### config.mk
export PLATFORM = sky130hd
export DESIGN_NAME = bcd_display_counter
export DESIGN_NICKNAME = d
export VERILOG_FILES = /design/src/rtl/bcd_display_counter_pkg.sv /design/src/rtl/bcd_display_counter_seg7_decode.sv /design/src/rtl/bcd_display_counter.sv
export SDC_FILE = /design/constraint.sdc
export NUM_CORES = 1
export LEC_CHECK = 0
export ABC_AREA = 0
export BUFFER_PORTS_ARGS = -buffer_cell sky130_fd_sc_hd__buf_2
export CAP_MARGIN = 20
export CORE_MARGIN = 2
export CORE_UTILIZATION = 25
export DETAILED_ROUTE_END_ITERATION = 8
export GPL_TIMING_DRIVEN = 0
export PLACE_DENSITY = 0.51
export SLEW_MARGIN = 0
export SYNTH_ARGS = -nofsm -noshare
export SYNTH_HDL_FRONTEND = slang
export SYNTH_SLANG_ARGS = --single-unit
### constraint.sdc
create_clock -name ADC_CLK_10 -period 2.8 [get_ports ADC_CLK_10]
set_clock_uncertainty 0.2 [all_clocks]
set_input_delay 0.28 -clock ADC_CLK_10 [delete_from_list [all_inputs] [get_ports ADC_CLK_10]]
set_output_delay 0.28 -clock ADC_CLK_10 [all_outputs]
set_load 0.02 [all_outputs]
### src/rtl/bcd_display_counter_pkg.sv
// Shared types and seven-segment constants for the BCD display counter.
// Segment bytes are active-low {dp,g,f,e,d,c,b,a}, with the decimal point held off.
package bcd_display_counter_pkg;

  typedef logic [3:0] bcd_digit_t;

  localparam logic [7:0] SEG_0     = 8'b1100_0000;
  localparam logic [7:0] SEG_1     = 8'b1111_1001;
  localparam logic [7:0] SEG_2     = 8'b1010_0100;
  localparam logic [7:0] SEG_3     = 8'b1011_0000;
  localparam logic [7:0] SEG_4     = 8'b1001_1001;
  localparam logic [7:0] SEG_5     = 8'b1001_0010;
  localparam logic [7:0] SEG_6     = 8'b1000_0010;
  localparam logic [7:0] SEG_7     = 8'b1111_1000;
  localparam logic [7:0] SEG_8     = 8'b1000_0000;
  localparam logic [7:0] SEG_9     = 8'b1001_0000;
  localparam logic [7:0] SEG_BLANK = 8'hFF;

  function automatic bcd_digit_t bcd_saturate(input logic [3:0] nib);
    return (nib > 4'd9) ? 4'd9 : nib;
  endfunction

  function automatic logic [7:0] seg_code(input bcd_digit_t d);
    logic [7:0] s;
    case (d)
      4'd0:    s = SEG_0;
      4'd1:    s = SEG_1;
      4'd2:    s = SEG_2;
      4'd3:    s = SEG_3;
      4'd4:    s = SEG_4;
      4'd5:    s = SEG_5;
      4'd6:    s = SEG_6;
      4'd7:    s = SEG_7;
      4'd8:    s = SEG_8;
      4'd9:    s = SEG_9;
      default: s = SEG_BLANK;
    endcase
    return s;
  endfunction

endpackage

### src/rtl/bcd_display_counter_seg7_decode.sv
// One BCD digit to active-low seven-segment byte, with a forced-blank override.
module seg7_decode
  import bcd_display_counter_pkg::*;
(
  input  bcd_digit_t  digit,
  input  logic        blank,
  output logic [7:0]  seg
);

  always_comb begin
    seg = blank ? SEG_BLANK : seg_code(digit);
  end

endmodule

### src/rtl/bcd_display_counter.sv
// Prescaled up/down BCD counter with load, wrap pulse and registered 7-segment outputs.
// Optional BLANK_LEADING_ZEROS_EN blanks digits above the most significant non-zero one.
module bcd_display_counter
  import bcd_display_counter_pkg::*;
#(
  parameter int DIGITS   = 6,
  parameter int TICK_DIV = 10000000
) (
  input  logic                ADC_CLK_10,
  input  logic                RST,
  input  logic                en,
  input  logic                up_dn,
  input  logic                load,
  input  logic [4*DIGITS-1:0] load_val,
  output logic [4*DIGITS-1:0] count_bcd,
  output logic                tc,
  output logic [8*DIGITS-1:0] HEX
);

  localparam int PW = (TICK_DIV > 2) ? $clog2(TICK_DIV) : 1;
  localparam logic [PW-1:0] PRESC_MAX = PW'(TICK_DIV - 1);

  function automatic logic [8*DIGITS-1:0] hex_reset_val();
    logic [8*DIGITS-1:0] v;
    for (int i = 0; i < DIGITS; i++) begin
`ifdef BLANK_LEADING_ZEROS_EN
      v[8*i +: 8] = (i == 0) ? SEG_0 : SEG_BLANK;
`else
      v[8*i +: 8] = SEG_0;
`endif
    end
    return v;
  endfunction

  localparam logic [8*DIGITS-1:0] HEX_RESET = hex_reset_val();

  logic [PW-1:0]         presc_q, presc_d;
  logic [4*DIGITS-1:0]   count_q, count_d;
  logic                  tc_q, tc_d;
  logic [8*DIGITS-1:0]   hex_q, hex_d;
  logic [4*DIGITS-1:0]   stepped;
  logic                  wrap;
  logic                  tick;
  logic [DIGITS-1:0]     blank;

  assign tick = en && (presc_q == PRESC_MAX);

  // Ripple carry/borrow through the digits; a carry out of the top digit is the wrap.
  always_comb begin : step_logic
    logic       carry;
    bcd_digit_t dig;
    stepped = count_q;
    carry   = 1'b1;
    dig     = '0;
    for (int i = 0; i < DIGITS; i++) begin
      dig = count_q[4*i +: 4];
      if (carry) begin
        if (up_dn) begin
          if (dig == 4'd9) begin
            stepped[4*i +: 4] = 4'd0;
          end else begin
            stepped[4*i +: 4] = dig + 4'd1;
            carry = 1'b0;
          end
        end else begin
          if (dig == 4'd0) begin
            stepped[4*i +: 4] = 4'd9;
          end else begin
            stepped[4*i +: 4] = dig - 4'd1;
            carry = 1'b0;
          end
        end
      end
    end
    wrap = carry;
  end

  always_comb begin : next_state
    presc_d = presc_q;
    count_d = count_q;
    tc_d    = 1'b0;
    if (load) begin
      presc_d = '0;
      for (int i = 0; i < DIGITS; i++) begin
        count_d[4*i +: 4] = bcd_saturate(load_val[4*i +: 4]);
      end
    end else if (en) begin
      if (tick) begin
        presc_d = '0;
        count_d = stepped;
        tc_d    = wrap;
      end else begin
        presc_d = presc_q + PW'(1);
      end
    end
  end

  always_comb begin : blank_logic
`ifdef BLANK_LEADING_ZEROS_EN
    logic seen_nz;
    blank   = '0;
    seen_nz = 1'b0;
    for (int i = DIGITS - 1; i >= 1; i--) begin
      seen_nz  = seen_nz | (count_q[4*i +: 4] != 4'd0);
      blank[i] = ~seen_nz;
    end
`else
    blank = '0;
`endif
  end

  for (genvar g = 0; g < DIGITS; g++) begin : g_dec
    seg7_decode u_dec (
      .digit (count_q[4*g +: 4]),
      .blank (blank[g]),
      .seg   (hex_d[8*g +: 8])
    );
  end

  always_ff @(posedge ADC_CLK_10 or posedge RST) begin
    if (RST) begin
      presc_q <= '0;
      count_q <= '0;
      tc_q    <= 1'b0;
      hex_q   <= HEX_RESET;
    end else begin
      presc_q <= presc_d;
      count_q <= count_d;
      tc_q    <= tc_d;
      hex_q   <= hex_d;
    end
  end

  assign count_bcd = count_q;
  assign tc        = tc_q;
  assign HEX       = hex_q;

endmodule
==> impl_results.md <==
* Port bufs at 94
* Die Wd at 156.4 um
* First-pass detailed-route iteration total at 4
* Vias in the first global route at 5122
* Async set-reset flop share out of synthesis at 100.0%
* Buf/Inv on CP at 2
* Worst Path Required at 2.84 ns
* Later-pin clock latency in the skew report at 0.36 ns
* Post-Syn Instances at 663
* Register area at 2292 um2
* Least-Margin Pin Slew at 0.7578 ns
* Clock power frac at 30.3%
* Synth Area in Simple Gates at 25.25%
* Most frequent cells after synthesis: dfrtp_1, nor2_1, nand2_1
* Status: finished clean
* First-pass GRT wire length at 27770 um
* Worst VDD drop at 0.2194 mV
* Worst-path maximum fanout at 5
* Number of H-tree levels at 3
* Most frequent cell after synthesis: dfrtp_1
* Switching share of total power at 35.42%
* WL/cell at 15.92 um
* Max Clock Freq at 366.6 MHz
* Root Buffer: clkbuf_16
* CP max-delay cell: or4b_4
* Post-synthesis compound-gate area fraction at 16.22%
* Gr busiest metal: met2
* CP peak stage delay at 0.48 ns
* Final ANT Viol Nets at 0
* Top post-synthesis cells by area: dfrtp_1, ha_1, nor2_1
* Inst Count DP at 1050
* Register area share after synthesis at 39.34%
* Nets@finish at 864
* P&R area growth vs syn at 27.19%
* Hpwl dp at 12800 um
* Met2 Resource Use GR at 23.12%
* Residual overflow from global routing at 0
* Relative slew slack at 49.01%
* Critical Path Start Type: flop
* GRT met3 Usage at 2.797%
* Ports at 102
* Overall Power at 4.416 mW
* PD cells at 597.8 nW/um2
* Final hold vios at 0
* FP Rows at 55
* Setup TNS at 0 ns
* GRT met1 Usage at 20.04%
* Die ar. at 24470 um2
* Crit path arrival time at 2.77 ns
* MaxCap Viol Count at 0
* Placer Congestion at 0.8289
* Top FF cell, synth: dfrtp_1
* CP Capture Type: flop
* Mux cell area share after synthesis at 3.835%
* PnR worst setup slack at 0.07193 ns
* Netlist cell types at 69
* Main combinational cell family by area after synthesis: simple AND/OR/NAND/NOR gates
* Initial antenna violation count at 1
* Sequential share of power at 37.0%
* Yosys top cell area share at 36.62%
* Layout fillers at 2446
* First-iteration detailed-routing DRC count at 224
* Xor-xnor portion of the synthesized cell area at 3.318%
* Worst-path clk slew at 0.07 ns
* Largest net degree at the start of global routing at 29
* Slew Limit Fails at 0
* Height of the die at 156.4 um
* Combinational Power Share at 32.7%
* DRC Markers at 0
* Area of the multi-input gates at 3356 um2
* CTS tree: built
* Post-synth EDFFs at 0
* Final WL at 17400 um
* Critical path's top delay family: simple AND/OR/NAND/NOR gates
* Mean Syn Cell Area at 8.760 um2
* Post-Layout Cell Count at 1093
* WS Path Type: reg2reg
* P_sw at 1.564 mW
* Dpl ws at -0.3247 ns
* Share of layout cells above drive strength 1 at 23.54%
* Critical Path, Cell by Cell: inv_4, ha_4, or4b_4, a221o_2, nor4_4, buf_4, a21oi_2, mux2_4
* Num CTS Buffers at 9
* Post-synth top area cell: dfrtp_1
* GRT Total Usage at 14.46%
* Post-Synth Adder-Cell Area at 7.109%
* Period utilisation layout at 97.43%
* Cell-internal power at 2.852 mW
* Min Tclk post-route at 2.728 ns
* Sink Count at 91
* Final setup fails at 0
* Maximum clock path buffer count at 2
* Vias per cell at 4.898
* Initial Util at 25.58%
* Core area at 22710 um2
* Cell Area, Synth at 5808 um2
* Seq cells post-synth at 91
* Worst min-delay path category: in2reg
* Leakage at 3.196 nW
* YS warnings at 0
* Via count at 5353
[placed cells by master (no fill, tap or decap), types with 14 or more instances in the layout]
cell / synthesis / layout
buf_2: 1 / 95
buf_4: 7 / 22
dfrtp_1: 85 / 79
nor2_1: 72 / 72
a21oi_1: 53 / 53
o21ai_0: 42 / 41
nand3_1: 23 / 23
ha_1: 33 / 30
inv_1: 27 / 20
clkbuf_1: 27 / 28
mux2i_1: 14 / 14
nand2b_1: 21 / 21
nand2_1: 62 / 62
[area by class of cell]
cell class	count	area share, %
well taps	285	4.827
repair buffers	123	10.40
clock buffers	10	3.100
clock inverters	6	1.203
plain buffers	37	2.354
inverters	29	1.626
flip-flops and latches	91	31.03
diodes	1	0.03388
multi-input cells	511	45.43
[power groups by stage]
stage	logic (mW)	registers (mW)	clock network, mW
global placement	1.36	1.67	0
detailed placement	1.38	1.67	0
floorplan	0.698	1.90	0
CTS	1.43	1.63	1.39
finish	1.44	1.63	1.34
global route	1.59	1.66	1.44
[tightest hold or removal path, stage by stage]
cell and delay [ns]:
buf_2 0.11, nand2_1 0.06, o211ai_1 0.08
[timing repair]
item                                    in CTS  in global routing
endpoints found under the hold margin       29                  0
resized for setup                           10                 12
endpoints found under the setup margin      25                 23
hold buffers                                11                  0
pin swaps                                    5                  3
buffers inserted                            10                  5
[state kept, by name, summed over array words and instances, names as in the netlist]
signal / flops
HEX: 42
tc: 1
presc_q: 24
count_bcd: 24
[through the flow]
stage	hold WS, ns	cell area, um2	util (%)
floorplan	0.1830	5861	-
global placement	0.3241	6688	29.45
detailed placement	0.1524	6763	29.78
CTS	0.02256	7291	32.10
global route	0.04712	7385	32.52
finish	0.02164	7387	32.53
[kinds of logic after synthesis]
group,after synthesis
buf+inv,66
other cells,1
compound gates,155
mux,21
simple gates,274
xor+xnor,22
flops,91
fa+ha+maj,33
[final timing paths]
kind	from	endpoint	slack, ns	cells after the start
worst max register to register	count_bcd[4]	count_bcd[14]	0.07	8
worst max-delay path	count_bcd[4]	count_bcd[14]	0.07	8
worst min register to register	presc_q[1]	presc_q[1]	0.37	2
worst min-delay path	load_val[22]	count_bcd[22]	0.02	3
max in group asynchronous	RST	count_bcd[4]	1.37	5
min in group asynchronous	RST	HEX[43]	0.32	3
[metal layers]
layer,vias up,share of wire [%]
met5,-,0
met4,0,0.99
met3,13,4.8
li1,2630,-
met1,2580,48
met2,130,46
No activity file was read; power rests on OpenSTA's default activity.
